## config.mk

```make
export PLATFORM = sky130hd
export DESIGN_NAME = ascon_enc_feeder
export DESIGN_NICKNAME = d
export VERILOG_FILES = /design/src/rtl/ascon_pkg.sv /design/src/rtl/ascon_enc_feeder.sv
export SDC_FILE = /design/constraint.sdc
export NUM_CORES = 1
export LEC_CHECK = 0
export BUFFER_PORTS_ARGS = -buffer_cell sky130_fd_sc_hd__buf_2
export CORE_ASPECT_RATIO = 1.75
export CORE_MARGIN = 5
export CORE_UTILIZATION = 35
export CTS_CLUSTER_DIAMETER = 60
export DETAILED_ROUTE_END_ITERATION = 8
export PLACE_DENSITY = 0.68
export SLEW_MARGIN = 10
export SYNTH_ARGS = -nofsm -noshare
export SYNTH_HDL_FRONTEND = slang
export SYNTH_SLANG_ARGS = --single-unit
```

## constraint.sdc

```tcl
create_clock -name clk -period 4.14 [get_ports clk]
set_input_delay 0.207 -clock clk [delete_from_list [all_inputs] [get_ports clk]]
set_output_delay 0.207 -clock clk [all_outputs]
set_load 0.02 [all_outputs]
```

## src/rtl/ascon_pkg.sv

```systemverilog
// Shared definitions for the ASCON encryption feeder: word width, FSM states
// and the word-count helpers derived from the field widths.
package ascon_pkg;

  localparam int WORD_W = 32;

  typedef enum logic [2:0] {
    LOAD,
    START,
    WAIT,
    ACK,
    DRAIN
  } state_t;

  function automatic int num_k(input int k);
    return k / WORD_W;
  endfunction

  function automatic int num_a(input int l);
    return (l + WORD_W - 1) / WORD_W;
  endfunction

  function automatic int num_y(input int y);
    return (y + WORD_W - 1) / WORD_W;
  endfunction

  function automatic int num_in(input int k, input int l, input int y);
    return num_k(k) + 4 + num_a(l) + num_y(y);
  endfunction

  function automatic int num_out(input int y);
    return num_y(y) + 4;
  endfunction

endpackage

```

## src/rtl/ascon_enc_feeder.sv

```systemverilog
// Gathers key/nonce/AD/PT from a 32-bit word stream, hands them to an external
// ASCON engine, then streams cipher text and tag back out as 32-bit words.
//
// state | meaning
// LOAD  | accepting input words into the field registers
// START | one-cycle enc_start strobe launching the engine
// WAIT  | waiting for enc_ready; results captured on it
// ACK   | one-cycle enc_start strobe returning the engine to idle
// DRAIN | presenting cipher words then tag words on the output stream
module ascon_enc_feeder
  import ascon_pkg::*;
#(
  parameter int K = 128,
  parameter int L = 40,
  parameter int Y = 40
) (
  input  logic          clk,
  input  logic          rst_n,
  input  logic          in_valid,
  output logic          in_ready,
  input  logic [31:0]   in_data,
  output logic [K-1:0]  key,
  output logic [127:0]  nonce,
  output logic [L-1:0]  associated_data,
  output logic [Y-1:0]  plain_text,
  output logic          enc_start,
  input  logic          enc_ready,
  input  logic [Y-1:0]  cipher_text,
  input  logic [127:0]  tag,
  output logic          out_valid,
  input  logic          out_ready,
  output logic [31:0]   out_data,
  output logic          out_last,
  output logic          busy
);

  localparam int NK   = num_k(K);
  localparam int NA   = num_a(L);
  localparam int NY   = num_y(Y);
  localparam int NIN  = num_in(K, L, Y);
  localparam int NOUT = num_out(Y);
  localparam int PW   = NY * WORD_W;
  localparam int ICW  = $clog2(NIN);
  localparam int OCW  = $clog2(NOUT);

  localparam logic [ICW-1:0] IN_LAST  = ICW'(NIN - 1);
  localparam logic [ICW-1:0] B_NONCE  = ICW'(NK);
  localparam logic [ICW-1:0] B_AD     = ICW'(NK + 4);
  localparam logic [ICW-1:0] B_PT     = ICW'(NK + 4 + NA);
  localparam logic [OCW-1:0] OUT_LAST = OCW'(NOUT - 1);

  state_t           state, state_nxt;
  logic [ICW-1:0]   in_idx;
  logic [OCW-1:0]   out_idx;
  logic [K-1:0]     key_q;
  logic [127:0]     nonce_q;
  logic [L-1:0]     ad_q;
  logic [Y-1:0]     pt_q;
  logic [Y-1:0]     ct_q;
  logic [127:0]     tag_q;
  logic             in_xfer, in_done, out_xfer, out_done;

  logic [NOUT*WORD_W-1:0] res_all;
  logic [WORD_W-1:0]      words [NOUT];

  assign in_ready  = (state == LOAD);
  assign busy      = (state != LOAD);
  assign out_valid = (state == DRAIN);
  assign in_xfer   = in_valid && in_ready;
  assign in_done   = in_xfer && (in_idx == IN_LAST);
  assign out_xfer  = out_valid && out_ready;
  assign out_done  = out_xfer && (out_idx == OUT_LAST);

  always_comb begin
    state_nxt = state;
    case (state)
      LOAD:    if (in_done) state_nxt = START;
      START:   state_nxt = WAIT;
      WAIT:    if (enc_ready) state_nxt = ACK;
      ACK:     state_nxt = DRAIN;
      DRAIN:   if (out_done) state_nxt = LOAD;
      default: state_nxt = LOAD;
    endcase
  end

  always_ff @(posedge clk or negedge rst_n) begin
    if (!rst_n) begin
      state     <= LOAD;
      enc_start <= 1'b0;
      in_idx    <= '0;
      out_idx   <= '0;
    end else begin
      state     <= state_nxt;
      // Registered strobe: high for exactly the START and ACK cycles.
      enc_start <= (state_nxt == START) || (state_nxt == ACK);
      if (in_xfer) in_idx <= in_done ? '0 : in_idx + ICW'(1);
      if (out_xfer) out_idx <= out_done ? '0 : out_idx + OCW'(1);
    end
  end

  // Field registers keep only their low bits, so a shift-in discards the top word.
  always_ff @(posedge clk or negedge rst_n) begin
    if (!rst_n) begin
      key_q   <= '0;
      nonce_q <= '0;
      ad_q    <= '0;
      pt_q    <= '0;
    end else if (in_xfer) begin
      if (in_idx < B_NONCE)   key_q   <= K'({key_q, in_data});
      else if (in_idx < B_AD) nonce_q <= {nonce_q[95:0], in_data};
      else if (in_idx < B_PT) ad_q    <= L'({ad_q, in_data});
      else                    pt_q    <= Y'({pt_q, in_data});
    end
  end

  always_ff @(posedge clk or negedge rst_n) begin
    if (!rst_n) begin
      ct_q  <= '0;
      tag_q <= '0;
    end else if (state == WAIT && enc_ready) begin
      ct_q  <= cipher_text;
      tag_q <= tag;
    end
  end

  assign res_all = {PW'(ct_q), tag_q};

  for (genvar j = 0; j < NOUT; j++) begin : g_word
    assign words[j] = res_all[(NOUT-1-j)*WORD_W +: WORD_W];
  end

  assign out_data        = words[out_idx];
  assign out_last        = (state == DRAIN) && (out_idx == OUT_LAST);
  assign key             = key_q;
  assign nonce           = nonce_q;
  assign associated_data = ad_q;
  assign plain_text      = pt_q;

endmodule

```

==> impl_results.md, run 1 <==
- Syn Area/Cell: between 15 and 20 um^2
- Worst EP required: about 3900 ps
- Worst Tran Pin Value: 1150 ps
- CP Class: reg2out
- Routed wl met3: 6360 um
- Num CTS Buffers: between 40 and 50
- Clock Sinks: slightly above 500
- Async S/R FF share, synth: 100%
- Internal reg-to-reg setup slack: 1230 ps
- Vias in the first global route: 15580
- PD cells: 868 nW/um^2
- Worst-Skew Late Latency: 590 ps
- Die Y: roughly 330 um
- Post-CTS sizing: 0
- Most frequent cells in the layout: buf_2, dfrtp_1, mux2_2
- DPL Wire Length: 50600 um
- Commonest non-fill, non-tap cell in the layout: buf_2
- Synth area leader: dfrtp_1
- DP Area: between 20000 and 25000 um^2
- Die ar.: 64600 um^2
- Hold_buf cts: between 150 and 200
- Metal2 WL: 33400 um
- Yosys cell types: 32
- # H-tree levels: 2
- Largest net degree at the start of global routing: roughly 110
- CTS tree: built
- Post-CTS setup buffer count: 0
- Fin area: 28300 um^2
- Cell Area, Synth: 20800 um^2
- IO Pins: 578
- Unrepaired setup endpoints after global routing: false
- Hold slack final: ~54 ps
- Ys flop type: dfrtp_1
- Hold Path Class: in2reg
- Max Used Layer: met5
- Area Growth Syn to Fin: 36.0%
- ANT cells: 0
- Max-slew violations: 0
- Inst Count DP: 2618
- WL per Instance: 23.5 um
- Crit share post-route: 80.1%
- Clock Tree Root: clkbuf_16
- Synthesized instance count: approximately 1300
- Via Count: between 10000 and 15000
- Max frequency: between 300 and 400 MHz
- Global-route wire length before repair: 102000 um
- 1st-iter DRT viols: between 400 and 500
- Initial antenna violation count: 2
- Synth area leaders: dfrtp_1, mux2_2, mux2_4
- Worst Setup Start Kind: flop
- Critical path peak fanout: 25
- Register area share after synthesis: 62.0%
- Row cnt: about 120
- Synth Net Count: between 1500 and 2000
- Status: completed
- Routability congestion estimate: around 0.94
- NumNets Final: 2294
- Arrival time at the worst endpoint: between 3000 and 4000 ps
- Yosys warning total: 0
- First-pass iteration count of the detailed router: 4
- Post-synth EDFFs: 0
- Final min period: 3320 ps
- Met1 WL: between 20000 and 30000 um
- GR Overflow Total: 0
- Seq cells post-synth: 515
- Yosys top cell area share: 62.0%
- Final setup fails: 0
- Leakage: 13.7 nW
- Worst rel slew slack: a little under a quarter
- Final std cells w/o fill: 2907
- Antenna Nets Post-Route: 0
- Die X: roughly 190 um
- # DRC: 0
- IO Port Bufs: just under 600
- Clock tree buffer depth: 3
- Layout cells sized above 1: between 50% and 60%
- Setup TNS: 0 ps
- Worst VDD drop: roughly 0.47 mV
- Hold Vio Cnt, Final: 0
- Initial cell density of the core: 35.2%
- Vias per cell: 4.92
- Overall Global Routing Usage: 20.7%
- Clock Pin Slew Worst Setup and Hold Paths: 70 ps
- Crit. End Element: primary output
- Power consumption: 0.0246 W
- Core area: 59100 um^2
- Layout Skew: about 14 ps
- Routed wire length: 68400 um
- Max-cap viol count: 0
-- final timing paths --
check / cells past startpoint / endpoint / startpoint
setup / recovery: 5 / out_data[23] / out_idx[0]$_DFFE_PN0P_
hold / removal: 2 / key[8]$_DFFE_PN0P_ / in_data[8]
setup reg to reg: 4 / key[98]$_DFFE_PN0P_ / state[0]$_DFF_PN0_
hold reg to reg: 1 / key[123]$_DFFE_PN0P_ / key[123]$_DFFE_PN0P_
max in group asynchronous: 3 / key[19]$_DFFE_PN0P_ / rst_n
min in group asynchronous: 2 / tag_q[17]$_DFFE_PN0P_ / rst_n
-- power breakdown --
part / leakage [nW] / internal (W) / switching, W / total (W)
clock: 0.845 / 0.00280 / 0.00202 / 0.00482
sequential: 6.35 / 0.00745 / 0.00182 / 0.00926
combinational: 6.49 / 0.00463 / 0.00584 / 0.0105
total: 13.7 / 0.0149 / 0.00968 / 0.0246
-- cell usage after synthesis, drive strengths merged (2+ instances only) --
| cell type | count |
|---|---|
| nor2 | 6 |
| or4b | 2 |
| ha | 3 |
| nand2b | 28 |
| dfrtp | 515 |
| a21o | 2 |
| buf | 37 |
| mux2 | 537 |
| nand2 | 43 |
| o221ai | 32 |
| o21bai | 2 |
| a211oi | 2 |
| o21ai | 6 |
| inv | 2 |
| mux2i | 40 |
| clkbuf | 45 |
| nand3 | 2 |
-- sequential cells by signal (all words and copies together), names as in the netlist --
| name | flops |
|---|---|
| state | 3 |
| enc_start | 1 |
| ct_q | 40 |
| key | 128 |
| out_idx | 3 |
| nonce | 128 |
| plain_text | 40 |
| in_idx | 4 |
| tag_q | 128 |
| associated_data | 40 |
-- worst max-delay path: stages (launching register included) --
cell	delay [ps]
dfrtp_1	1110
buf_4	400
mux2_2	360
nand2_1	230
o221ai_1	210
buf_2	210
-- cell families (layout without fill, tap and decap cells) --
kind of cell / after synthesis / after routing / synth area share (%)
buffers and inverters: 84 / 896 / 2.10
AO/OA/AOI/OAI: 45 / 45 / 1.75
AND/OR/NAND/NOR: 90 / 90 / 2.22
XOR/XNOR: 1 / 1 / 0.0421
adder cells (fa/ha/maj): 3 / 3 / 0.181
flip-flops: 515 / 515 / 62.0
multiplexers: 577 / 577 / 31.7
-- layer usage --
| metal | track usage [%] | up-vias |
|---|---|---|
| met5 | 0 | - |
| met4 | 9.55 | 4 |
| met3 | 7.31 | 119 |
| met2 | 35.2 | 651 |
| met1 | 23.5 | 7254 |
| li1 | - | 6274 |
-- area by class of cell --
cell class	instances	area [um^2]
timing repair buffer	802	5170
multi-input combinational	716	7500
sequential	515	12900
tap	780	976
clock inverter	28	380
clock buffer	64	1360
fill	5158	30800
inverter	2	7.51
-- per-stage QoR --
step / utilization (%) / setup WS (ps)
floorplan: - / 1830
CTS: 47.9 / 840
global route: 47.9 / 716
detailed placement: 41.6 / 1310
global placement: 41.6 / 1370
finish: 47.9 / 825
Power figures use the tool's default switching activity.
==> run 2, diff against run 1 <==
--- a/config.mk
+++ b/config.mk
@@ -11,7 +11,7 @@
 export CORE_UTILIZATION = 35
 export CTS_CLUSTER_DIAMETER = 60
 export DETAILED_ROUTE_END_ITERATION = 8
-export PLACE_DENSITY = 0.68
+export PLACE_DENSITY = 0.7
 export SLEW_MARGIN = 10
 export SYNTH_ARGS = -nofsm -noshare
 export SYNTH_HDL_FRONTEND = slang
==> constraint.sdc (replaced) <==
create_clock -name clk -period 3 [get_ports clk]
set_input_delay 0.15 -clock clk [delete_from_list [all_inputs] [get_ports clk]]
set_output_delay 0.15 -clock clk [all_outputs]
set_load 0.02 [all_outputs]
==> run 2 against run 1 <==
Net effect: final area is 1.3% higher; sequential cell count stayed put; hold slack worse by 2.6 ps; register-to-register slack worse by 800 ps; critical path depth is 1 lower; combinational power is 41% higher; worst setup slack worse by 450 ps; sequential share of layout area is 0.59 points lower; final cell count is 0.93% higher; largest power group unchanged.
==> impl_results.md, run 2 (synthesis results as in run 1) <==
- Inst Count DP: 2635
- First-pass iteration count of the detailed router: 4
- Arrival time at the worst endpoint: 2480 ps
- CP max-delay cell: dfrtp_2
- Final std cells w/o fill: 2934
- 1st-iter DRT viols: 389
- Vias in the first global route: 15635
- Clock tree buffer depth: 3
- Worst-Skew Late Latency: 620 ps
- Crit. End Element: primary output
- Die ar.: about 65000 um^2
- Clock Tree Root: clkbuf_16
- IO Pins: 578
- Overall Global Routing Usage: 21.3%
- Most frequent cells in the layout: buf_2, dfrtp_1, mux2_2
- Hold Path Class: in2reg
- Routability congestion estimate: approximately 0.92
- Row cnt: 118
- Initial antenna violation count: 0
- Worst Tran Pin Value: 886 ps
- Clock Sinks: 515
- Die X: 194 um
- Layout Skew: 20.2 ps
- Setup TNS: 0 ps
- WL per Instance: 23.9 um
- CTS tree: built
- Critical path peak fanout: 14
- Routed wire length: 70000 um
- Core area: 59100 um^2
- Hold Vio Cnt, Final: 0
- Largest net degree at the start of global routing: slightly below 100
- Max-slew violations: 0
- Clock group share of total power: 20.0%
- Fillers: slightly above 5000
- CP Cell Sequence: buf_12, mux2i_1, o221ai_1, buf_2
- Int Power: 0.0208 W
- CP delay by family, top: flip-flops
- Leakage: 13.9 nW
- IO Port Bufs: 577
- # DRC: 0
- Fin area: 28700 um^2
- Layout cells sized above 1: 58.3%
- Worst rel slew slack: 40.9%
- NumNets Final: about 2300
- Post-CTS sizing: 0
- Status: completed
- Commonest non-fill, non-tap cell in the layout: buf_2
- Unrepaired setup endpoints after global routing: false
- Switching share of power: 39.7%
- Final setup fails: 0
- DP Area: 24800 um^2
- Vias per cell: roughly 4.9
- Max stage delay on crit path: 690 ps
- Worst EP required: 2850 ps
- Switching pwr: 0.0136 W
- Final min period: 2630 ps
- Worst Setup Start Kind: flop
- Die Y: between 300 and 400 um
- Power consumption: 0.0344 W
- Worst slack, placed: 413 ps
- Area Growth Syn to Fin: 37.8%
- Max-cap viol count: 0
- PD cells: 1200 nW/um^2
- Global-route wire length before repair: around 100000 um
- Antenna Nets Post-Route: 0
- # H-tree levels: 2
- Worst VDD drop: 0.651 mV
- Num CTS Buffers: between 50 and 60
- Sequential Power Share: ~37%
- DPL Wire Length: 53000 um
- Crit path buffers/inverters: 2
- Clock Pin Slew Worst Setup and Hold Paths: 60 ps
- Crit share post-route: 87.6%
- Max frequency: 380 MHz
- Logic gate share of total power: 43.0%
- Via Count: 14327
- Initial cell density of the core: 35.2%
- CP Class: reg2out
- Worst setup margin: 371 ps
- GR Overflow Total: 0
==> run 2: cell count changes in the layout (fill, tap and decap cells not counted), sizes merged <==
cell / delta
buf: +17
dlygate4sd3: +5
bufinv: -2
inv: +1
clkinvlp: -3
diode: +1
clkbuf: +8
==> run 2: metrics by stage <==
stage	util [%]	hold slack, ps
after floorplan	-	-146
after global placement	42.0	245
after detailed placement	42.0	253
after CTS	48.5	0.238
after global routing	48.5	29.8
final	48.5	51.6
==> run 2: area by class of cell <==
| cell class | instances | area, um^2 | area share, % |
|---|---|---|---|
| diodes | 1 | 2.50 | 0.00873 |
| well taps | 780 | 976 | 3.41 |
| multi-input cells | 716 | 7500 | 26.2 |
| inverters | 2 | 7.51 | 0.0262 |
| flip-flops and latches | 515 | 12900 | 45.0 |
| clock inverters | 24 | 362 | 1.26 |
| clock buffers | 72 | 1490 | 5.19 |
| repair buffers | 824 | 5430 | 19.0 |
==> run 2: final timing paths <==
kind / startpoint / to / slack, ps / depth (start not counted)
hold reg to reg: nonce[108]$_DFFE_PN0P_ / nonce[108]$_DFFE_PN0P_ / 500 / 1
setup / recovery: out_idx[1]$_DFFE_PN0P_ / out_data[14] / 370 / 4
setup reg to reg: state[2]$_DFF_PN0_ / associated_data[18]$_DFFE_PN0P_ / 430 / 3
min in group asynchronous: rst_n / tag_q[115]$_DFFE_PN0P_ / 200 / 2
hold / removal: in_valid / enc_start$_DFF_PN0_ / 50 / 3
max in group asynchronous: rst_n / key[113]$_DFFE_PN0P_ / 1860 / 4
==> run 2: power groups by stage <==
stage	registers, W	clock network, W	logic, W
final	0.0127	0.00688	0.0148
after global routing	0.0131	0.00735	0.0157
after CTS	0.0127	0.00709	0.0149
after detailed placement	0.0128	0	0.0147
after global placement	0.0126	0	0.0144
after floorplan	0.0145	0	0.00686
==> run 2: worst min-delay path: stages <==
cell	delay [ps]
buf_2	100
or4b_4	270
o21bai_1	80
==> run 2: routing by layer <==
layer	vias up	routed length (um)	track usage, %
li1	6316	-	-
met1	7270	26200	24.3
met2	635	34700	36.7
met3	106	5970	6.87
met4	0	3180	8.88
met5	-	0	0
==> run 2: timing repair <==
| item | CTS | global route |
|---|---|---|
| endpoints found under the hold margin | 364 | 0 |
| hold buffers | 202 | 0 |
| setup buffers | 0 | 0 |
